<file path="src/rtl/lc4_trace_pkg.sv">
// Shared definitions for the LC4 retire-trace monitor: FSM states, stall classes,
// trace record layout and a saturating counter helper.
package lc4_trace_pkg;

  typedef enum logic [1:0] {
    ST_IDLE   = 2'd0,
    ST_RUN    = 2'd1,
    ST_HALTED = 2'd2
  } state_e;

  typedef enum logic [1:0] {
    STALL_EXEC   = 2'd0,
    STALL_CACHE  = 2'd1,
    STALL_BRANCH = 2'd2,
    STALL_LOAD   = 2'd3
  } stall_e;

  localparam logic [19:0] HALT_INSN_DEFAULT = 20'h88000;

  // Record layout, MSB first: {halt, pc, insn, rf_we, wsel, nzp_we, nzp, dmem_we, dmem_addr}
  localparam int REC_W         = 48;
  localparam int REC_HALT      = 47;
  localparam int REC_PC_LSB    = 36;
  localparam int REC_INSN_LSB  = 16;
  localparam int REC_RF_WE     = 15;
  localparam int REC_WSEL_LSB  = 10;
  localparam int REC_NZP_WE    = 9;
  localparam int REC_NZP_LSB   = 6;
  localparam int REC_DMEM_WE   = 5;
  localparam int REC_DMEM_LSB  = 0;

  function automatic logic [31:0] sat_inc32(input logic [31:0] v);
    return (&v) ? v : v + 32'd1;
  endfunction

endpackage

</file>
<file path="src/rtl/lc4_trace_fifo.sv">
// Synchronous FIFO with zero-latency head output; a pop frees a slot for a
// same-cycle push even when full.
module lc4_trace_fifo #(
  parameter int WIDTH = 48,
  parameter int DEPTH = 8
) (
  input  logic             clk,
  input  logic             rst,
  input  logic             flush,
  input  logic             push,
  input  logic [WIDTH-1:0] push_data,
  input  logic             pop,
  output logic [WIDTH-1:0] pop_data,
  output logic             full,
  output logic             empty
);

  localparam int AW = $clog2(DEPTH);

  logic [WIDTH-1:0] mem [DEPTH];
  logic [AW:0]      wr_ptr, rd_ptr;
  logic             do_push, do_pop;

  // Extra pointer bit distinguishes full from empty when the indices match.
  assign empty    = (wr_ptr == rd_ptr);
  assign full     = (wr_ptr[AW] != rd_ptr[AW]) && (wr_ptr[AW-1:0] == rd_ptr[AW-1:0]);
  assign do_pop   = pop && !empty;
  assign do_push  = push && (!full || do_pop);
  assign pop_data = mem[rd_ptr[AW-1:0]];

  // NOTE: all sequential state uses non-blocking assignment so every register
  // samples pre-edge values regardless of process ordering.
  always_ff @(posedge clk) begin
    if (rst || flush) begin
      wr_ptr <= '0;
      rd_ptr <= '0;
    end else begin
      if (do_push) wr_ptr <= wr_ptr + 1'b1;
      if (do_pop)  rd_ptr <= rd_ptr + 1'b1;
    end
  end

  // NOTE: storage is deliberately not reset; the pointers alone decide what is valid.
  always_ff @(posedge clk) begin
    if (do_push) mem[wr_ptr[AW-1:0]] <= push_data;
  end

endmodule

</file>
<file path="src/rtl/lc4_trace_monitor.sv">
// Samples LC4 retire/stall activity on gwe, keeps performance counters and
// queues one trace record per retired instruction for a ready/valid consumer.
module lc4_trace_monitor
  import lc4_trace_pkg::*;
#(
  parameter int              FIFO_DEPTH    = 8,
  parameter int              IADDR         = 10,
  parameter int              INSN          = 19,
  parameter int              REG_ADDR_BITS = 5,
  parameter logic [INSN:0]   HALT_INSN     = HALT_INSN_DEFAULT
) (
  input  logic                     clk,
  input  logic                     rst,
  input  logic                     gwe,
  input  logic                     i_start,
  input  logic                     i_clear,
  input  logic [1:0]               test_stall,
  input  logic [IADDR:0]           test_cur_pc,
  input  logic [INSN:0]            test_cur_insn,
  input  logic                     test_regfile_we,
  input  logic                     test_nzp_we,
  input  logic                     test_dmem_we,
  input  logic [REG_ADDR_BITS-1:0] test_regfile_wsel,
  input  logic [REG_ADDR_BITS-1:0] test_dmem_addr,
  input  logic [2:0]               test_nzp_new_bits,
  output logic                     o_rec_valid,
  input  logic                     i_rec_ready,
  output logic [REC_W-1:0]         o_rec_data,
  output logic [31:0]              o_num_cycles,
  output logic [31:0]              o_num_exec,
  output logic [31:0]              o_num_cache_stall,
  output logic [31:0]              o_num_branch_stall,
  output logic [31:0]              o_num_load_stall,
  output logic [15:0]              o_num_dropped,
  output logic                     o_overflow,
  output logic                     o_halted
);

  state_e           state_q, state_d;
  logic             sample, retire, is_halt, pop, drop;
  logic             fifo_full, fifo_empty;
  logic [REC_W-1:0] rec;

  assign is_halt = (test_cur_insn == HALT_INSN);

  always_ff @(posedge clk) begin
    if (rst) state_q <= ST_IDLE;
    else     state_q <= state_d;
  end

  // NOTE: every always_comb output gets a default first so no path infers a latch.
  always_comb begin
    state_d = state_q;
    if (i_clear) begin
      state_d = ST_IDLE;
    end else begin
      case (state_q)
        ST_IDLE:   if (i_start) state_d = ST_RUN;
        ST_RUN:    if (retire && is_halt) state_d = ST_HALTED;
        ST_HALTED: state_d = ST_HALTED;
        default:   state_d = ST_IDLE;
      endcase
    end
  end

  // Clear wins over a same-cycle sample, so nothing gets counted or queued then.
  always_comb begin
    sample   = (state_q == ST_RUN) && gwe && !i_clear;
    retire   = sample && (stall_e'(test_stall) == STALL_EXEC);
    o_halted = (state_q == ST_HALTED);
  end

  always_comb begin
    rec                                        = '0;
    rec[REC_HALT]                              = is_halt;
    rec[REC_PC_LSB   +: IADDR+1]               = test_cur_pc;
    rec[REC_INSN_LSB +: INSN+1]                = test_cur_insn;
    rec[REC_RF_WE]                             = test_regfile_we;
    rec[REC_WSEL_LSB +: REG_ADDR_BITS]         = test_regfile_wsel;
    rec[REC_NZP_WE]                            = test_nzp_we;
    rec[REC_NZP_LSB  +: 3]                     = test_nzp_new_bits;
    rec[REC_DMEM_WE]                           = test_dmem_we;
    rec[REC_DMEM_LSB +: REG_ADDR_BITS]         = test_dmem_addr;
  end

  assign o_rec_valid = !fifo_empty;
  assign pop         = o_rec_valid && i_rec_ready;
  assign drop        = retire && fifo_full && !pop;

  lc4_trace_fifo #(
    .WIDTH (REC_W),
    .DEPTH (FIFO_DEPTH)
  ) u_fifo (
    .clk       (clk),
    .rst       (rst),
    .flush     (i_clear),
    .push      (retire),
    .push_data (rec),
    .pop       (pop),
    .pop_data  (o_rec_data),
    .full      (fifo_full),
    .empty     (fifo_empty)
  );

  always_ff @(posedge clk) begin
    if (rst || i_clear) begin
      o_num_cycles       <= '0;
      o_num_exec         <= '0;
      o_num_cache_stall  <= '0;
      o_num_branch_stall <= '0;
      o_num_load_stall   <= '0;
      o_num_dropped      <= '0;
      o_overflow         <= 1'b0;
    end else begin
      if (sample) begin
        o_num_cycles <= sat_inc32(o_num_cycles);
        case (stall_e'(test_stall))
          STALL_EXEC:   o_num_exec         <= sat_inc32(o_num_exec);
          STALL_CACHE:  o_num_cache_stall  <= sat_inc32(o_num_cache_stall);
          STALL_BRANCH: o_num_branch_stall <= sat_inc32(o_num_branch_stall);
          default:      o_num_load_stall   <= sat_inc32(o_num_load_stall);
        endcase
      end
      if (drop) begin
        if (!(&o_num_dropped)) o_num_dropped <= o_num_dropped + 16'd1;
        o_overflow <= 1'b1;
      end
    end
  end

endmodule

</file>
<file path="config.mk">
export PLATFORM = sky130hd
export DESIGN_NAME = lc4_trace_monitor
export DESIGN_NICKNAME = d
export VERILOG_FILES = /design/src/rtl/lc4_trace_pkg.sv /design/src/rtl/lc4_trace_fifo.sv /design/src/rtl/lc4_trace_monitor.sv
export SDC_FILE = /design/constraint.sdc
export NUM_CORES = 1
export LEC_CHECK = 0
export BUFFER_PORTS_ARGS = -buffer_cell sky130_fd_sc_hd__buf_4
export CAP_MARGIN = 10
export CORE_ASPECT_RATIO = 0.8
export CORE_UTILIZATION = 60
export DETAILED_ROUTE_END_ITERATION = 8
export PLACE_DENSITY = 0.93
export SLEW_MARGIN = 20
export SYNTH_ARGS = -nofsm -noshare
export SYNTH_HDL_FRONTEND = slang
export SYNTH_HIERARCHICAL = 1
export SYNTH_SLANG_ARGS = --single-unit
</file>
<file path="constraint.sdc">
create_clock -name clk -period 14.3 [get_ports clk]
set_clock_uncertainty 0.1 [all_clocks]
set_input_delay 2.86 -clock clk [delete_from_list [all_inputs] [get_ports clk]]
set_output_delay 2.86 -clock clk [all_outputs]
set_load 0.02 [all_outputs]
</file>
-- Word-level counts from Yosys, hierarchy flattened
Memory sizes are Yosys's and may differ from the RTL's. A register that Yosys moved wholly into a read port is not among the register bits.
Cells that the tools add are included.
- reductions and logical operators: 33
- bitwise operators: 7
- $add $sub $neg: 8
- muxes and demuxes: 7
- eq/ne operators: 10
- operator list (kind ; count):
    $add 32x1->32 const B ; 5
    $reduce_and 32->1 ; 5
    $eq 20x20->1 const B ; 1
    $add 16x1->16 const B ; 1
    $reduce_and 16->1 ; 1
    $reduce_and 3->1 ; 4
    $logic_and 1x1->1 ; 10
    $add 4x1->4 const B ; 2
    $not 1->1 ; 7
    $mux 3 ; 2
    $pmux 2 s3 ; 1
    $reduce_and 2->1 ; 3
    $eq 2x1->1 const B ; 2
    $eq 2x2->1 const B ; 2
    $eq 4x4->1 ; 1
    $logic_not 1->1 ; 4
    $logic_not 2->1 ; 2
    $mux 2 ; 2
    $ne 2x2->1 const B ; 2
    $eq 3x3->1 ; 1
    $reduce_or 3->1 ; 1
    $logic_or 1x1->1 ; 2
    $mux 1 ; 2
    $reduce_or 2->1 ; 1
    $ne 1x1->1 ; 1
- memory bits (writable): 384
- word-level logic and storage cells: 76
- bits in registers: 187
- input port bits: 55
- memories: 1
- memories (name ; depth ; bits a word ; rd ports ; clocked after Yosys merged registers in ; write ports ; RTL line ; text):
    u_fifo.mem ; 8 ; 48 ; 1 ; 1 ; 1 ; lc4_trace_fifo.sv:20 ; logic [WIDTH-1:0] mem [DEPTH];

-- Longest topological paths before layout
- word-level depth: 8
- gate-level depth with buffers: 9
- depth with buffers taken out: 8

-- Hierarchy
Netlist, hierarchy kept.
- by module, submodules not included (module ; times used ; cells an instance ; area each (sq um)):
    lc4_trace_fifo ; 1 ; 630 ; 15334.7
    lc4_trace_monitor ; 1 ; 1120 ; 9136.3

-- Worst setup path before layout
Ideal clock, no wire load.
- path kind: input to register
- start point: input i_clear
- end point: memory u_fifo.mem[0][0] (enable)
- slack: 5.307 ns
- arrival: 8.320 ns
- stages: 6
- required time: 13.627 ns
- path through: clkbuf_1 and4bb_1 nand2b_1 inv_1 o21ai_1 nor4_1
- longest elaborated chain between the ends: 6
- RTL lines (item ; RTL line ; text):
    start, declared ; lc4_trace_monitor.sv:16 ; input logic i_clear,
    $logic_not 1->1 ; lc4_trace_monitor.sv:68 ; sample = (state_q == ST_RUN) && gwe && !i_clear;
    $logic_and 1x1->1 ; lc4_trace_monitor.sv:68 ;
    $logic_and 1x1->1 ; lc4_trace_monitor.sv:69 ; retire = sample && (stall_e'(test_stall) == STALL_EXEC);
    net retire ; lc4_trace_monitor.sv:40 ; logic sample, retire, is_halt, pop, drop;
    $logic_and 1x1->1 ; lc4_trace_fifo.sv:28 ; assign do_push = push && (!full || do_pop);
    $mux 1 ; lc4_trace_fifo.sv:45 ; if (do_push) mem[wr_ptr[AW-1:0]] <= push_data;
    $mux 1 (implied by the code) ; lc4_trace_fifo.sv:45 ;
    end, declared ; lc4_trace_fifo.sv:20 ;
The timed path passes the listed nets, and every way through them passes these cells.

==> PnR_summary.wiki <==
{| class="wikitable"
! Metric !! Value
|-
| Final HPWL from detailed placement || 39.9 mm
|-
| Cell area after technology mapping || 0.0245 sq mm
|-
| Vias in the first global route || 16437
|-
| Aggregate global routing overflow || 0
|-
| Final setup slack of the worst path || approximately 7.7 ns
|-
| Number of max-cap violations || 0
|-
| Distinct cell type count of the synthesized netlist || 76
|-
| Critical path arrival || ~3.6 ns
|-
| Static Leak || 9.33 nW
|-
| Synth top area share || between 40% and 50%
|-
| Worst-case headroom to the max-slew limit || approximately 26%
|-
| Total number of yosys warnings || 6
|-
| Cts repair resizes || 0
|-
| Summed negative setup slack over all endpoints || 0 ns
|-
| Largest net degree at the start of global routing || 90
|-
| Tcrit/Tclk final || 46.0%
|-
| Cell repeated most along the worst path || buf_4
|-
| Filler cell count || roughly 2500
|-
| Stage delay of the slowest cell on the critical path || 1.00 ns
|-
| Post-synth top flop || edfxtp_1
|-
| Flip-flop and latch count after synthesis || 574
|-
| Worst-path cell chain || buf_4, mux4_1, mux2_4, buf_4
|-
| Layout Cell Area excl Fill || 0.0286 sq mm
|-
| Clock Root Buffer || clkbuf_16
|-
| VDD IR max || 0.0000875 V
|-
| Shortest clock period the worst path allows after layout || 6.57 ns
|-
| Number of detailed-route iterations in the first pass || 7
|-
| Fraction of final layout cells with drive strength greater than 1 || 25.9%
|-
| Post-Route Utilization || 71.7%
|-
| 1st-iter DRT viols || between 1500 and 2000
|-
| Mean routed wirelength per cell || 25.6 um
|-
| DP Area || 0.0269 sq mm
|-
| Number of clock sinks || 574
|-
| Final hold violation count || 0
|-
| Buffers inserted during post-CTS setup optimization || 0
|-
| Path class of the lowest-slack min-delay path || flop to flop
|-
| Mapped Nets || about 1800
|-
| CTS H-tree depth || 2
|-
| Buffers & Inverters on Critical Path || 2
|-
| Number of buffers created by CTS || 52
|-
| Worst Hold Margin || ~0.38 ns
|-
| Number of endpoints failing setup at the final stage || 0
|-
| Seq/Total Area, Yosys || 62.7%
|-
| Number of remaining DRC errors || 0
|-
| Highest net fanout along the worst path || 51
|-
| Clock latency on the worst-skew pair || 0.60 ns
|-
| Type of origin of the critical path || flop
|-
| Die W || roughly 230 um
|-
| Routed vias || 17165
|-
| Avg Vias per Cell || 6.63
|-
| Pre-CTS setup slack || between 8 and 9 ns
|-
| Wire length reported by the detailed router || about 66 mm
|-
| Max Fclk || 152 MHz
|-
| Final standard cell count with taps included and fillers excluded || 2590
|-
| CTS clk-pin slew, worst paths || 0.07 ns
|-
| Layout Area Growth over Synthesis || 16.8%
|-
| Die Span Y || 183 um
|-
| Area occupied by multi-input gates || 0.00857 sq mm
|-
| Kind of critical path || flop to output pin
|-
| Count of flip-flops with a built-in enable after synthesis || 384
|-
| Syn avg cell area || between 10 and 15 sq um
|-
| Post-detailed-route count of antenna-violating nets || 0
|-
| Wire length of the first global-routing pass || 99.5 mm
|-
| Library cell with the largest summed area after synthesis || edfxtp_1
|-
| Power density normalized to cell area || 112 mW/mm^2
|-
| Nets || 2077
|-
| Status || complete, no violations
|-
| Setup repair after global routing missed its margin || false
|-
| Bufs on Longest Clock Path || 3
|-
| Cell count after placement || 2493
|-
| Cell class contributing the biggest share of worst-path delay || flip-flops
|-
| Data required, critical path || roughly 11 ns
|-
| Initial cell density of the core || 61.4%
|-
| Cell types occupying the most area after synthesis || edfxtp_1 47%, dfxtp_1 16%, mux4_2 6.7%, mux4_1 2.5%, mux2_4 2.5%
|-
| Slew of the pin with the lowest slew margin || 1.11 ns
|-
| Overall track demand over capacity in global routing || 31.5%
|-
| Ports placed on the boundary || about 280
|-
| DIE AREA || approximately 0.042 sq mm
|-
| Share of synthesized registers carrying an async set or reset || 0%
|-
| Final Max Slew Viols || 0
|-
| Sequential Area || 0.0153 sq mm
|-
| Area inside the core boundary || roughly 0.04 sq mm
|-
| Crit path capture type || output pin
|-
| Row cnt || 65
|-
| Count of mapped cells out of synthesis || approximately 1800
|-
| Global placement routability congestion || roughly 0.88
|-
| Slowest library cell on the worst path || dfxtp_4
|-
| Power, Total || 3.19 mW
|-
| Post-CTS Hold Fix Bufs || 0
|-
| TritonCTS clock tree || built
|-
| Initial antenna violation count || 1
|-
| Port Buf Inserts || about 280
|}
cell type report:
cell class | count | share of cell area [%]
Timing Repair Buffer | 295 | 7.75
Inverter | 32 | 0.420
Clock buffer | 71 | 5.01
Tap cell | 536 | 2.35
Clock inverter | 25 | 0.797
Antenna cell | 1 | 0.00876
Sequential cell | 574 | 53.7
Multi-Input combinational cell | 1056 | 30.0
Yosys cell counts (all sizes together) (3+ instances only):
cell       n
edfxtp   384
dfxtp    190
a21oi    111
mux4      96
or3       94
nand2     91
nor2      87
o21ai     82
nand3     62
nand4     57
clkbuf    55
mux2      48
or4       39
nor4      38
inv       32
buf       31
xnor2     31
o31ai     29
and4      15
mux2i     15
nor3      15
xor2      15
and3      12
ha        11
o211ai    11
a31o       8
o311ai     8
a211oi     7
a41o       6
o41ai      6
or2        6
a31oi      5
and2       5
a2111oi    4
a211o      4
nand3b     4
nor2b      4
o31a       4
nand2b     3
o21a       3
worst min-delay path, stage by stage (launching register included):
cell and delay (ns):
dfxtp_1 0.33, nand2_1 0.06, mux2i_1 0.05
placed cells by master, fill, tap and decap left out, types with 7 or more instances in the layout:
master and instances:
o211ai_1 11, mux2_4 40, a211oi_1 7, dfxtp_1 187
o311ai_0 7, xnor2_1 31, ha_1 11, or4_1 36
clkbuf_16 52, inv_1 31, nand2_1 91, nor2_1 84
o31ai_1 28, clkbuf_1 13, or3_1 92, xor2_1 14
and3_1 12, nor4_1 35, edfxtp_1 384, clkinv_1 8
and4_1 15, o21ai_0 78, nand3_1 62, buf_4 295
clkinv_2 9, nor3_1 11, nand4_1 55, mux4_1 23
mux2_2 8, a31o_2 8, mux4_2 73, mux2i_1 15
a21oi_1 110
cells by family after synthesis:
| logic type | after synthesis | synth area share (%) |
|---|---|---|
| flops | 574 | 62.7 |
| simple gates | 543 | 12.4 |
| compound gates | 297 | 7.50 |
| mux | 159 | 12.6 |
| buf+inv | 120 | 2.59 |
| xor+xnor | 46 | 1.68 |
| fa+ha+maj | 11 | 0.562 |
where the power goes:
group	total (mW)	switching, mW	internal (mW)
logic	0.0523	0.0364	0.0159
clock network	1.37	0.629	0.744
registers	1.77	0.000555	1.77
path summary, 6_finish.rpt:
kind / slack [ns] / start / endpoint / depth (start not counted)
max: 7.73 / flop / o_rec_data[41] / 4
min: 0.38 / u_fifo/wr_ptr[3]$_SDFFE_PP0P_ / u_fifo/wr_ptr[3]$_SDFFE_PP0P_ / 2
max reg2reg: 10.72 / u_fifo/wr_ptr[0]$_SDFFE_PP0P_ / u_fifo/mem[4][15]$_DFFE_PP_ / 6
min reg2reg: 0.38 / u_fifo/wr_ptr[3]$_SDFFE_PP0P_ / u_fifo/wr_ptr[3]$_SDFFE_PP0P_ / 2
layer usage:
layer,routed length [um],global-route usage (%),vias up
met5,0,0,-
met4,2800,12.9,0
met3,6160,7.25,167
met2,33200,54.5,1019
met1,24000,38.2,8520
li1,-,-,7459
sequential cells by signal (all words and copies together), names as in the netlist, named ones only:
register / flops
o_num_exec: 32
o_num_cache_stall: 32
o_num_dropped: 16
o_num_load_stall: 32
o_num_branch_stall: 32
u_fifo/wr_ptr: 4
u_fifo/rd_ptr: 4
o_num_cycles: 32
state_q: 2
o_overflow: 1
u_fifo/mem: 384
(Power assumes the default switching activity.)
